### src/rtl/axil_pkg.sv
// Shared types and response codes for the AXI-lite memory bridge.
package axil_pkg;

  typedef enum logic [2:0] {
    IDLE    = 3'd0,
    WR_REQ  = 3'd1,
    B_RSP   = 3'd2,
    RD_REQ  = 3'd3,
    RD_WAIT = 3'd4,
    R_RSP   = 3'd5
  } state_t;

  localparam logic [1:0] RESP_OKAY   = 2'b00;
  localparam logic [1:0] RESP_SLVERR = 2'b10;

endpackage

### src/rtl/axil_skid_reg.sv
// One-entry channel buffer: accepts a beat when empty, holds it until the owner frees it.
module axil_skid_reg #(
  parameter int WIDTH = 32
) (
  input  logic             clk,
  input  logic             rst_n,
  input  logic             in_valid,
  output logic             in_ready,
  input  logic [WIDTH-1:0] in_data,
  output logic             out_valid,
  output logic [WIDTH-1:0] out_data,
  input  logic             free
);

  logic             full_reg;
  logic [WIDTH-1:0] data_reg;

  always_ff @(posedge clk or negedge rst_n) begin
    if (!rst_n) begin
      full_reg <= 1'b0;
      data_reg <= '0;
    end else if (free) begin
      full_reg <= 1'b0;
    end else if (in_valid && !full_reg) begin
      full_reg <= 1'b1;
      data_reg <= in_data;
    end
  end

  // Ready is forced low for the whole time reset is held.
  assign in_ready  = rst_n && !full_reg;
  assign out_valid = full_reg;
  assign out_data  = data_reg;

endmodule

### src/rtl/axil_mem_bridge.sv
// AXI-lite slave to simple memory request bridge with one memory operation in flight.
// Define AXIL_BRIDGE_RANGE_CHK_EN to answer SLVERR for addresses beyond the memory span.
module axil_mem_bridge #(
  parameter int ADDR_WIDTH     = 32,
  parameter int DATA_WIDTH     = 32,
  parameter int STRB_WIDTH     = DATA_WIDTH / 8,
  parameter int MEM_ADDR_WIDTH = 16
) (
  input  logic                      clk,
  input  logic                      rst_n,
  input  logic [ADDR_WIDTH-1:0]     s_axil_awaddr,
  input  logic [2:0]                s_axil_awprot,
  input  logic                      s_axil_awvalid,
  output logic                      s_axil_awready,
  input  logic [DATA_WIDTH-1:0]     s_axil_wdata,
  input  logic [STRB_WIDTH-1:0]     s_axil_wstrb,
  input  logic                      s_axil_wvalid,
  output logic                      s_axil_wready,
  output logic [1:0]                s_axil_bresp,
  output logic                      s_axil_bvalid,
  input  logic                      s_axil_bready,
  input  logic [ADDR_WIDTH-1:0]     s_axil_araddr,
  input  logic [2:0]                s_axil_arprot,
  input  logic                      s_axil_arvalid,
  output logic                      s_axil_arready,
  output logic [DATA_WIDTH-1:0]     s_axil_rdata,
  output logic [1:0]                s_axil_rresp,
  output logic                      s_axil_rvalid,
  input  logic                      s_axil_rready,
  output logic                      mem_req_valid,
  input  logic                      mem_req_ready,
  output logic                      mem_we,
  output logic [MEM_ADDR_WIDTH-1:0] mem_addr,
  output logic [DATA_WIDTH-1:0]     mem_wdata,
  output logic [STRB_WIDTH-1:0]     mem_wstrb,
  input  logic                      mem_rsp_valid,
  input  logic [DATA_WIDTH-1:0]     mem_rdata
);
  import axil_pkg::*;

  localparam int LSB = $clog2(STRB_WIDTH);

  logic                             aw_full, w_full, ar_full;
  logic                             aw_free, w_free, ar_free;
  logic [ADDR_WIDTH-1:0]            aw_addr, ar_addr;
  logic [DATA_WIDTH+STRB_WIDTH-1:0] w_buf;
  logic                             wr_oor, rd_oor, wr_ready, rd_ready;
  logic                             unused_bits;

  state_t                state_reg, state_next;
  logic                  last_wr_reg, last_wr_next;
  logic [DATA_WIDTH-1:0] rdata_reg, rdata_next;
  logic [1:0]            bresp_reg, bresp_next;
  logic [1:0]            rresp_reg, rresp_next;

  axil_skid_reg #(.WIDTH(ADDR_WIDTH)) u_aw_buf (
    .clk(clk), .rst_n(rst_n), .in_valid(s_axil_awvalid), .in_ready(s_axil_awready),
    .in_data(s_axil_awaddr), .out_valid(aw_full), .out_data(aw_addr), .free(aw_free)
  );

  axil_skid_reg #(.WIDTH(DATA_WIDTH + STRB_WIDTH)) u_w_buf (
    .clk(clk), .rst_n(rst_n), .in_valid(s_axil_wvalid), .in_ready(s_axil_wready),
    .in_data({s_axil_wstrb, s_axil_wdata}), .out_valid(w_full), .out_data(w_buf), .free(w_free)
  );

  axil_skid_reg #(.WIDTH(ADDR_WIDTH)) u_ar_buf (
    .clk(clk), .rst_n(rst_n), .in_valid(s_axil_arvalid), .in_ready(s_axil_arready),
    .in_data(s_axil_araddr), .out_valid(ar_full), .out_data(ar_addr), .free(ar_free)
  );

`ifdef AXIL_BRIDGE_RANGE_CHK_EN
  assign wr_oor = |aw_addr[ADDR_WIDTH-1:MEM_ADDR_WIDTH];
  assign rd_oor = |ar_addr[ADDR_WIDTH-1:MEM_ADDR_WIDTH];
`else
  assign wr_oor = 1'b0;
  assign rd_oor = 1'b0;
`endif

  // Protection bits and the address bits outside the word index carry no meaning here.
  assign unused_bits = ^{s_axil_awprot, s_axil_arprot, aw_addr, ar_addr};

  assign wr_ready = aw_full && w_full;
  assign rd_ready = ar_full;

  always_ff @(posedge clk or negedge rst_n) begin
    if (!rst_n) begin
      state_reg   <= IDLE;
      last_wr_reg <= 1'b0;
      rdata_reg   <= '0;
      bresp_reg   <= RESP_OKAY;
      rresp_reg   <= RESP_OKAY;
    end else begin
      state_reg   <= state_next;
      last_wr_reg <= last_wr_next;
      rdata_reg   <= rdata_next;
      bresp_reg   <= bresp_next;
      rresp_reg   <= rresp_next;
    end
  end

  always_comb begin
    state_next   = state_reg;
    last_wr_next = last_wr_reg;
    rdata_next   = rdata_reg;
    bresp_next   = bresp_reg;
    rresp_next   = rresp_reg;
    aw_free      = 1'b0;
    w_free       = 1'b0;
    ar_free      = 1'b0;
    case (state_reg)
      IDLE: begin
        // Priority only flips when both directions actually compete.
        if (wr_ready && rd_ready) begin
          last_wr_next = !last_wr_reg;
        end
        if (wr_ready && (!rd_ready || !last_wr_reg)) begin
          if (wr_oor) begin
            aw_free    = 1'b1;
            w_free     = 1'b1;
            bresp_next = RESP_SLVERR;
            state_next = B_RSP;
          end else begin
            bresp_next = RESP_OKAY;
            state_next = WR_REQ;
          end
        end else if (rd_ready) begin
          if (rd_oor) begin
            ar_free    = 1'b1;
            rdata_next = '0;
            rresp_next = RESP_SLVERR;
            state_next = R_RSP;
          end else begin
            rresp_next = RESP_OKAY;
            state_next = RD_REQ;
          end
        end
      end
      WR_REQ: begin
        if (mem_req_ready) begin
          aw_free    = 1'b1;
          w_free     = 1'b1;
          state_next = B_RSP;
        end
      end
      B_RSP: begin
        if (s_axil_bready) state_next = IDLE;
      end
      RD_REQ: begin
        if (mem_req_ready) begin
          ar_free = 1'b1;
          // The memory may answer in the very cycle it accepts the request.
          if (mem_rsp_valid) begin
            rdata_next = mem_rdata;
            state_next = R_RSP;
          end else begin
            state_next = RD_WAIT;
          end
        end
      end
      RD_WAIT: begin
        if (mem_rsp_valid) begin
          rdata_next = mem_rdata;
          state_next = R_RSP;
        end
      end
      R_RSP: begin
        if (s_axil_rready) state_next = IDLE;
      end
      default: state_next = IDLE;
    endcase
  end

  assign mem_req_valid = (state_reg == WR_REQ) || (state_reg == RD_REQ);
  assign mem_we        = (state_reg == WR_REQ);
  assign mem_addr      = mem_we ? {aw_addr[MEM_ADDR_WIDTH-1:LSB], {LSB{1'b0}}}
                                : {ar_addr[MEM_ADDR_WIDTH-1:LSB], {LSB{1'b0}}};
  assign mem_wdata     = w_buf[DATA_WIDTH-1:0];
  assign mem_wstrb     = w_buf[DATA_WIDTH +: STRB_WIDTH];

  assign s_axil_bvalid = (state_reg == B_RSP);
  assign s_axil_bresp  = bresp_reg;
  assign s_axil_rvalid = (state_reg == R_RSP);
  assign s_axil_rresp  = rresp_reg;
  assign s_axil_rdata  = rdata_reg;

endmodule

### config.mk
export PLATFORM = sky130hd
export DESIGN_NAME = axil_mem_bridge
export DESIGN_NICKNAME = d
export VERILOG_FILES = /design/src/rtl/axil_pkg.sv /design/src/rtl/axil_skid_reg.sv /design/src/rtl/axil_mem_bridge.sv
export SDC_FILE = /design/constraint.sdc
export NUM_CORES = 1
export LEC_CHECK = 0
export ABC_CLOCK_PERIOD_IN_PS = 5000
export BUFFER_PORTS_ARGS = -buffer_cell sky130_fd_sc_hd__buf_2
export CORE_MARGIN = 10
export CORE_UTILIZATION = 40
export CTS_BUF_LIST = sky130_fd_sc_hd__clkbuf_8
export DETAILED_ROUTE_END_ITERATION = 8
export PLACE_DENSITY = 0.73
export SYNTH_ARGS = -nofsm -noshare
export SYNTH_HDL_FRONTEND = slang
export SYNTH_SLANG_ARGS = --single-unit
export TNS_END_PERCENT = 50
### constraint.sdc
create_clock -name clk -period 5 [get_ports clk]
set_clock_uncertainty 0.05 [all_clocks]
set_input_delay 1 -clock clk [delete_from_list [all_inputs] [get_ports clk]]
set_output_delay 1 -clock clk [all_outputs]
set_load 0.005 [all_outputs]
# After elaboration in Yosys (flattened, before gate mapping)
# Index checks and enable logic that the tools add are counted.
# op_classes
n_eq_ne	11
n_mux	22
bitwise_logic	2
reduce_logical	26
# ops
op	count
2-to-1 mux 32 bit	2
case mux 32 bit (2 select lines)	1
2-to-1 mux 3 bit	7
case mux 3 bit (6 select lines)	1
2-to-1 mux 16 bit	1
2-to-1 mux 1 bit	10
AND reduction 2 bit	5
logical AND 1 bit	9
nonzero test 2 bit	4
equality test 3 x 2 -> 1 bit, second input constant	2
equality test 3 bit, second input constant	2
inequality test 2 bit, second input constant	3
AND reduction 6 bit	1
zero test 1 bit	4
inequality test 2 x 1 -> 1 bit, second input constant	2
equality test 3 x 1 -> 1 bit, second input constant	1
zero test 3 bit	1
inequality test 3 x 2 -> 1 bit, second input constant	1
logical OR 1 bit	2
inverter 1 bit	2
# word_totals
regBits	107
output_inout_bits	95

# Depth between registers and ports, before layout
# Gate-level depths: netlist of the first run.
# depth
depth_word	5
depth_mapped	7
depth_no_buf	4

# Cells and area by module
# A second synthesis of the first run with hierarchy kept.
# hier_totals
hier_cells	351
hier_area_um2	5958.2
# modules_own_cells
mod	instances	cells_each	area_per_inst_um2
axil_skid_reg at u_ar_buf ...	2	72	1252.5
axil_mem_bridge	1	126	1911.8
axil_skid_reg at u_w_buf	1	81	1541.5

# Worst setup path after synthesis of the first run
# OpenSTA, ideal clock, no wires.
# synth_timing
kind	flip-flop to output port
from	register state_reg[1]
to	output mem_addr[10]
arrival_ns	1.427
slack_ns	2.523
stages_incl_launch_ff	5
path_buffers	2
path_cell_list	dfrtp_1 buf_2 nor3b_4 buf_2 mux2_2
# synth_via
elab_chain_len	2
# synth_lines
element	line_no	rtl
start: declaration	axil_mem_bridge.sv:50	state_t state_reg, state_next;
start signal: assignment	axil_mem_bridge.sv:93	state_reg <= state_next;
equality test 3 x 1 -> 1 bit	axil_mem_bridge.sv:174	assign mem_we = (state_reg == WR_REQ);
via mem_we	axil_mem_bridge.sv:32	output logic mem_we,
2-to-1 mux 16 bit	axil_mem_bridge.sv:175	assign mem_addr = mem_we ? {aw_addr[MEM_ADDR_WIDTH-1:LSB], {LSB{1'b0}}}
end: declaration	axil_mem_bridge.sv:33	output logic [MEM_ADDR_WIDTH-1:0] mem_addr,
# The timed path passes the listed nets, and every way through them passes these cells.

# Final worst setup path of the first run
# layout_timing
from	register state_reg[0]
to	output mem_addr[15]
# layout_via
elab_chain_len	2
# layout_lines
element	line_no
equality test 3 x 1 -> 1 bit	axil_mem_bridge.sv:174
2-to-1 mux 16 bit	axil_mem_bridge.sv:175
# Every way passes these cells.

==> impl_metrics.tcl, run 1 <==
set metrics [dict create \
    netlist_area_sq_mm 0.00433 \
    clkSinkCount 103 \
    power.leakage_nw 2.79 \
    top_layer_used "met5" \
    path_class "register to primary output" \
    hold_path.class "register to register" \
    io_pins 242 \
    hold_slack_ns 0.443 \
    grt_pass1_wl_mm 16.8 \
    ys.flop_type "dfrtp_1" \
    dieWidth_microns 124 \
    finalHoldViolCount 0 \
    dpl.hpwl_mm 8.47 \
    finalInstanceArea_sq_mm 0.00556 \
    gp_congestion 0.775 \
    startpoint_type "register" \
    finalNetCount 612 \
    wl_met1_mm 3.99 \
    ctsResizeCount 0 \
    cts_tree "yes" \
    numCtsBuffers 9 \
    powerDensity_mw_per_mm2 615 \
    root_buffer "clkbuf_8" \
    crit_path_end_kind "primary output" \
    syn_avg_cell_area_sq_um 15.9 \
    slew_viol_final 0 \
    required_ns 3.95 \
    grt_pass1_vias 3195 \
    grt_max_degree 73 \
    core_area_sq_mm 0.0104 \
    vdd_drop_max_uv 265 \
    htreeDepth 3 \
    dpl_cell_area_sq_mm 0.00538 \
    regToRegSetupSlack_ns 2.44 \
    vias_per_cell 4.72 \
    antenna_found_initial 2 \
    slew_headroom_pct 21.6 \
    clk_pin_slew_worst_paths_ns 0.09 \
    yosysSeqAreaShare_pct 59.6 \
    drt_iter0_markers 124 \
    finalSetupViolCount 0 \
    drc 0 \
    syn_inst 272 \
    synth.ff_latch_count 103 \
    die_h_microns 124 \
    p_sw_w 0.00105 \
    switching_share_pct 30.8 \
    fmax_ghz 0.304 \
    worst_pin_slew_ns 1.17 \
    fill_cells 919 \
    reg2regPathDepth 5 \
    vias 2861 \
    initial_core_util_pct 41.5 \
    postCtsHoldBufs 0 \
    period_share_pct 65.8 \
    rsz0062_at_grt "false" \
    dieArea_sq_mm 0.0154 \
    synth_edf_count 0 \
    power_frac_clock_pct 14.3 \
    largest_register_ffs 36 \
    insertion_delay_ns 0.35 \
    rows 37 \
    pwr-share-comb_pct 42.0 \
    min_period_ns 3.29 \
    grt_util_all_layers_pct 13.9 \
    drv_cap 0 \
    drive_above_1_share_pct 69.1 \
    ant_nets 0 \
    post_cts_buffers 0 \
    seq_power_share_pct 43.7 \
    async_reset_ff_share_pct 100 \
    wire_per_inst_microns 18.0 \
    cts_buffer_depth 2 \
    crit_arrival_ns 2.24 \
    yosysWarnings 0 \
    port-buffer-count 193 \
    internal_power_w 0.00237 \
    grt_remaining_overflow 0 \
    route.met3.wl_mm 1.27 \
    cp_max_fo 16 \
    wl_met2_mm 5.50 \
    syn_to_final_growth_pct 28.5 \
    status "completed" \
    routed_wl_mm 10.9 \
    finalSetupTns_ns 0 \
    holdPathStages 1 \
    synth.distinct_cells 31 \
    first_pass_iters 4 \
]
## Yosys cell counts (2+ instances only)
library cell,number,area [sq um]
dfrtp_1,103,2580
mux2_2,80,901
mux2_4,30,450
buf_2,8,40.0
buf_4,6,45.0
nor2b_1,6,37.5
nor2_1,5,18.8
buf_6,4,45.0
o21ai_0,3,15.0
a21o_1,2,15.0
nand2_1,2,7.51
nand3b_1,2,15.0
nor3_1,2,10.0
nor3b_1,2,15.0
## cell usage in the layout (no fill, tap or decap), types with 3 or more instances in the layout
cell | netlist | layout
buf_2 | 8 | 192
buf_4 | 6 | 4
clkbuf_8 | 0 | 9
clkinv_2 | 0 | 4
conb_1 | 1 | 6
dfrtp_1 | 103 | 103
mux2_2 | 80 | 80
mux2_4 | 30 | 30
nor2_1 | 5 | 5
nor2b_1 | 6 | 6
o21ai_0 | 3 | 3
## per-stage QoR
stage	cells	power [W]	worst slack [ns]	utilization, %
finish	606	0.00342	1.71	53.4
global route	605	0.00369	1.53	53.3
CTS	605	0.00348	1.65	53.3
detailed placement	590	0.00298	1.85	51.6
global placement	590	0.00292	1.89	51.6
floorplan	277	0.00236	2.52	-
## logic make-up after synthesis
| logic type | after synthesis | synth area share [%] |
|---|---|---|
| xor+xnor | 1 | 0.202 |
| compound gates | 11 | 1.71 |
| simple gates | 26 | 4.02 |
| other cells | 1 | 0.0867 |
| mux | 110 | 31.2 |
| buf+inv | 20 | 3.18 |
| flops | 103 | 59.6 |
## critical path, stage by stage (launching register included)
cell,delay [ns]
dfrtp_1,0.56
nor3b_4,0.77
mux2_2,0.41
buf_2,0.13
## routing by layer
layer,vias to the layer above,track usage [%]
met1,1405,15.1
li1,1329,-
met5,-,0
met4,2,4.39
met2,112,23.7
met3,13,6.56
## worst paths after layout
path	to	startpoint
worst min register to register	last_wr_reg	last_wr_reg
min in group asynchronous	u_ar_buf.out_data[3]	rst_n
max in group asynchronous	u_ar_buf.out_data[14]	rst_n
worst min-delay path	last_wr_reg	last_wr_reg
worst max-delay path	mem_addr[15]	state_reg[0]
worst max register to register	u_w_buf.out_data[2]	state_reg[0]
## cell type report
cell class                      instances  area [sq um]  area share, %
Antenna cell                            1          2.50         0.0450
Clock buffer                            9           124           2.23
Clock inverter                          6          53.8          0.968
Inverter                                1          3.75         0.0675
Multi-Input combinational cell        154          1640           29.4
Sequential cell                       103          2580           46.4
Tap cell                              136           170           3.06
Timing Repair Buffer                  196           991           17.8
## power groups by stage
| stage | clock [W] | sequential, W | combinational (W) |
|---|---|---|---|
| 2_1_floorplan | 0 | 0.00149 | 0.000878 |
| 3_3_place_gp | 0 | 0.00148 | 0.00144 |
| 3_5_place_dp | 0 | 0.00152 | 0.00147 |
| 4_1_cts | 0.000512 | 0.00150 | 0.00147 |
| 5_1_grt | 0.000547 | 0.00156 | 0.00158 |
| 6_report | 0.000490 | 0.00149 | 0.00144 |
(Power assumes the default switching activity.)
==> inputs of run 2 (changes only) <==
- ABC_CLOCK_PERIOD_IN_PS: 5000 -> 2700
- PLACE_DENSITY: 0.73 -> 0.76
- clock period: 5 -> 2.7 ns (I/O delays scaled with it)
==> run 2 against run 1 <==
Net effect: first-iteration DRC count down 4.8%; cell area up 1.7%; via count down 0.94%; sequential power up 85%; sequential share of layout area down 0.76 points; critical endpoint is now mem_addr[13]; largest cell class unchanged; largest power group unchanged; highest routed layer is now met4.
==> impl_metrics.tcl, run 2 (same netlist as run 1, synthesis figures left out) <==
set metrics [dict create \
    clk_pin_slew_worst_paths_ns 0.12 \
    insertion_delay_ns 0.37 \
    post_cts_buffers 0 \
    path_class "register to primary output" \
    htreeDepth 3 \
    drt_iter0_markers 118 \
    finalNetCount 618 \
    slew_viol_final 0 \
    root_buffer "clkbuf_8" \
    routed_wl_mm 10.7 \
    grt_remaining_overflow 0 \
    grt_max_degree 55 \
    startpoint_type "register" \
    cts_buffer_depth 2 \
    total_power_w 0.00644 \
    status "completed" \
    worstReg2RegStart "state_reg[2]" \
    largest_register_ffs 36 \
    grt_pass1_vias 3202 \
    die_h_microns 124 \
    hold_end "u_w_buf.out_data[27]" \
    rows 37 \
    vias_per_cell 4.62 \
    power.leakage_nw 2.83 \
    worst_pin_slew_ns 0.672 \
    finalSetupViolCount 0 \
    numCtsBuffers 9 \
    port-buffer-count 193 \
    dpl.hpwl_mm 8.45 \
    holdPathStages 2 \
    vias 2834 \
    r2r-end "u_w_buf.out_data[6]" \
    final_cell_mix "192 x buf_2, 103 x dfrtp_1, 80 x mux2_2, 30 x mux2_4, 9 x clkbuf_8" \
    dieWidth_microns 124 \
    cp_max_fo 12 \
    min_period_ns 2.59 \
    core_area_sq_mm 0.0104 \
    powerDensity_mw_per_mm2 1140 \
    grt_util_all_layers_pct 13.7 \
    required_ns 2.11 \
    clkSinkCount 103 \
    period_share_pct 95.9 \
    gp_congestion 0.758 \
    reg2regPathDepth 5 \
    first_pass_iters 4 \
    rsz0062_at_grt "false" \
    min_from "s_axil_wdata[27]" \
    hold_path.class "input pin to register" \
    wire_per_inst_microns 17.4 \
    ctsResizeCount 0 \
    io_pins 242 \
    drc 0 \
    crit_path_end_kind "primary output" \
    vdd_drop_max_uv 537 \
    finalHoldViolCount 0 \
    fill_cells 905 \
    regToRegSetupSlack_ns 0.72 \
    slew_headroom_pct 55.2 \
    crit_arrival_ns 2.00 \
    dieArea_sq_mm 0.0154 \
    grt_pass1_wl_mm 16.7 \
    cts_tree "yes" \
    layout_commonest_cell "buf_2" \
    postCtsHoldBufs 1 \
    ant_nets 0 \
    initial_core_util_pct 41.5 \
    drive_above_1_share_pct 69.5 \
    dpl_cell_area_sq_mm 0.00544 \
    finalSetupTns_ns 0 \
    fmax_ghz 0.386 \
    antenna_found_initial 1 \
    finalInstanceArea_sq_mm 0.00565 \
    syn_to_final_growth_pct 30.6 \
    drv_cap 0 \
]
==> run 2: worst max path at each step <==
| stage | from | to | slack (ns) | cells after the start |
|---|---|---|---|---|
| after floorplan | state_reg[1] | mem_addr[10] | 0.68 | 4 |
| after global placement | state_reg[2] | mem_addr[13] | 0.53 | 4 |
| after detailed placement | state_reg[2] | mem_addr[13] | 0.51 | 4 |
| after CTS | state_reg[2] | mem_addr[13] | 0.08 | 4 |
| after global routing | state_reg[2] | mem_addr[13] | 0.009 | 4 |
| final | state_reg[2] | mem_addr[13] | 0.11 | 4 |
==> run 2: per-stage QoR <==
stage | worst slack, ns | util [%] | instances | hold WS [ns]
final | 0.111 | 54.2 | 613 | 0.333
after global placement | 0.528 | 52.2 | 595 | 0.299
after global routing | 0.00907 | 54.2 | 612 | 0.312
after CTS | 0.0814 | 54.2 | 612 | 0.317
after detailed placement | 0.511 | 52.2 | 595 | 0.300
after floorplan | 0.683 | - | 277 | 0.194
==> run 2: area by class of cell <==
| class | count | area (sq um) | share of cell area (%) |
|---|---|---|---|
| sequential | 103 | 2580 | 45.6 |
| multi-input combinational | 154 | 1640 | 28.9 |
| timing repair buffer | 202 | 1060 | 18.8 |
| tap | 136 | 170 | 3.01 |
| clock buffer | 9 | 124 | 2.19 |
| clock inverter | 7 | 73.8 | 1.31 |
| inverter | 1 | 3.75 | 0.0664 |
| antenna | 1 | 2.50 | 0.0443 |
==> run 2: critical path: stages (launching register included) <==
cell and delay [ns]:
dfrtp_1 0.53, nor3b_4 0.42, buf_12 0.20, mux2_2 0.36
buf_2 0.13
==> run 2: power by group <==
part           switching [W]  internal [W]
sequential          0.000431       0.00232
clock               0.000578      0.000364
combinational        0.00104       0.00170
==> run 2: routing by layer <==
layer,track usage [%],part of all wire (%),up-vias
li1,-,-,1343
met1,15.3,37,1360
met2,22.2,48,123
met3,7.74,14,8
met4,3.53,0.88,0
met5,0,0,-
==> inputs of run 3 (changes only) <==
- CORE_UTILIZATION: 40 -> 41
- PLACE_DENSITY: 0.76 -> 0.78
==> run 3 against run 2 <==
Net effect: setup slack got worse by 0.012 ns; first-iteration DRC count rose by 5.9%; register-to-register slack barely moved; critical path type unchanged; highest routed layer unchanged.
==> impl_metrics.tcl, run 3 (same netlist as run 1, synthesis figures left out) <==
set metrics [dict create \
    worstReg2RegStart "state_reg[2]" \
    io_pins 242 \
    setup_slack_ns 0.0986 \
    crit_arrival_ns 2.01 \
    power.leakage_nw 2.82 \
    drc 0 \
    dieWidth_microns 123 \
    initial_core_util_pct 41.9 \
    numCtsBuffers 9 \
    layout_commonest_cell "buf_2" \
    finalInstanceArea_sq_mm 0.00561 \
    htreeDepth 3 \
    path_class "register to primary output" \
    regToRegSetupSlack_ns 0.71 \
    crit_path_end_kind "primary output" \
    rows 37 \
    cts_tree "yes" \
    hold_path.class "input pin to asynchronous set/reset pin" \
    fmax_ghz 0.384 \
    cts_buffer_depth 2 \
    grt_remaining_overflow 0 \
    diodes 0 \
    dpl.hpwl_mm 8.46 \
    status "completed" \
    finalNetCount 619 \
    pre_cts_ws_ns 0.422 \
    dieArea_sq_mm 0.0151 \
    vias 2876 \
    final_cell_mix "192 x buf_2, 103 x dfrtp_1, 80 x mux2_2, 30 x mux2_4" \
    grt_pass1_wl_mm 16.1 \
    finalSetupTns_ns 0 \
    vias_per_cell 4.70 \
    powerDensity_mw_per_mm2 1130 \
    r2r-end "u_w_buf.out_data[8]" \
    dpl_cell_area_sq_mm 0.00543 \
    routed_wl_mm 10.7 \
    hold_slack_ns 0.0655 \
    period_share_pct 96.3 \
    largest_register_ffs 36 \
    insertion_delay_ns 0.35 \
    drive_above_1_share_pct 69.3 \
    vdd_drop_max_uv 549 \
    port-buffer-count 193 \
    clkSinkCount 103 \
    cp_max_fo 12 \
    reg2regPathDepth 5 \
    clk_pin_slew_worst_paths_ns 0.10 \
    grt_util_all_layers_pct 13.4 \
    drv_cap 0 \
    startpoint_type "register" \
    antenna_found_initial 0 \
    gp_congestion 0.778 \
    drt_iter0_markers 125 \
    dp_cells 595 \
    rsz0062_at_grt "false" \
    grt_max_degree 40 \
    slew_viol_final 0 \
    wire_per_inst_microns 17.4 \
    ctsResizeCount 0 \
    stdcell_count 612 \
    die_h_microns 123 \
    finalSetupViolCount 0 \
    first_pass_iters 4 \
    finalHoldViolCount 0 \
    core_area_sq_mm 0.0103 \
    min_period_ns 2.60 \
    root_buffer "clkbuf_8" \
    required_ns 2.11 \
    syn_to_final_growth_pct 29.6 \
    ant_nets 0 \
    grt_pass1_vias 3043 \
]
run 3: how the worst max path moves through the flow:
stage / from / end / slack [ns] / cells after the start
5_1_grt: state_reg[2] / mem_addr[9] / 0.009 / 4
2_1_floorplan: state_reg[1] / mem_addr[10] / 0.68 / 4
3_3_place_gp: state_reg[2] / mem_addr[9] / 0.44 / 4
6_report: state_reg[2] / mem_addr[9] / 0.1 / 4
3_5_place_dp: state_reg[2] / mem_addr[4] / 0.42 / 4
4_1_cts: state_reg[2] / mem_addr[4] / 0.01 / 4
run 3: where the power goes:
part           switching, W  internal (W)
registers          0.000420       0.00233
clock network      0.000487      0.000348
logic               0.00105       0.00170
run 3: area by class of cell:
cell class                      count  area [sq um]
Clock buffer                       10           138
Sequential cell                   103          2580
Fill cell                         884          4720
Tap cell                          136           170
Inverter                            1          3.75
Timing Repair Buffer              203          1060
Multi-Input combinational cell    154          1640
Clock inverter                      5          27.5
run 3: critical path, cell delays in order, from the launching register on:
cell     delay (ns)
dfrtp_1        0.53
nor3b_4        0.37
buf_4          0.27
mux2_2         0.35
buf_2          0.13
run 3: routing by layer:
layer / GRT usage (%) / part of all wire, % / up-vias
li1: - / - / 1340
met1: 14.3 / 35 / 1415
met2: 23.4 / 52 / 112
met3: 5.92 / 12 / 9
met4: 4.20 / 0.84 / 0
met5: 0 / 0 / -
run 3: per-stage QoR:
| stage | total power [W] | utilization, % |
|---|---|---|
| 6_report | 0.00633 | 54.3 |
| 5_1_grt | 0.00679 | 54.3 |
| 4_1_cts | 0.00643 | 54.2 |
| 3_5_place_dp | 0.00557 | 52.6 |
| 3_3_place_gp | 0.00544 | 52.6 |
| 2_1_floorplan | 0.00438 | - |
run 3: timing repair:
item / CTS / global route
buffers inserted: 0 / 2
hold buffers: 0 / 0
endpoints found under the setup margin: 0 / 10
hold endpoints to repair: 0 / 0
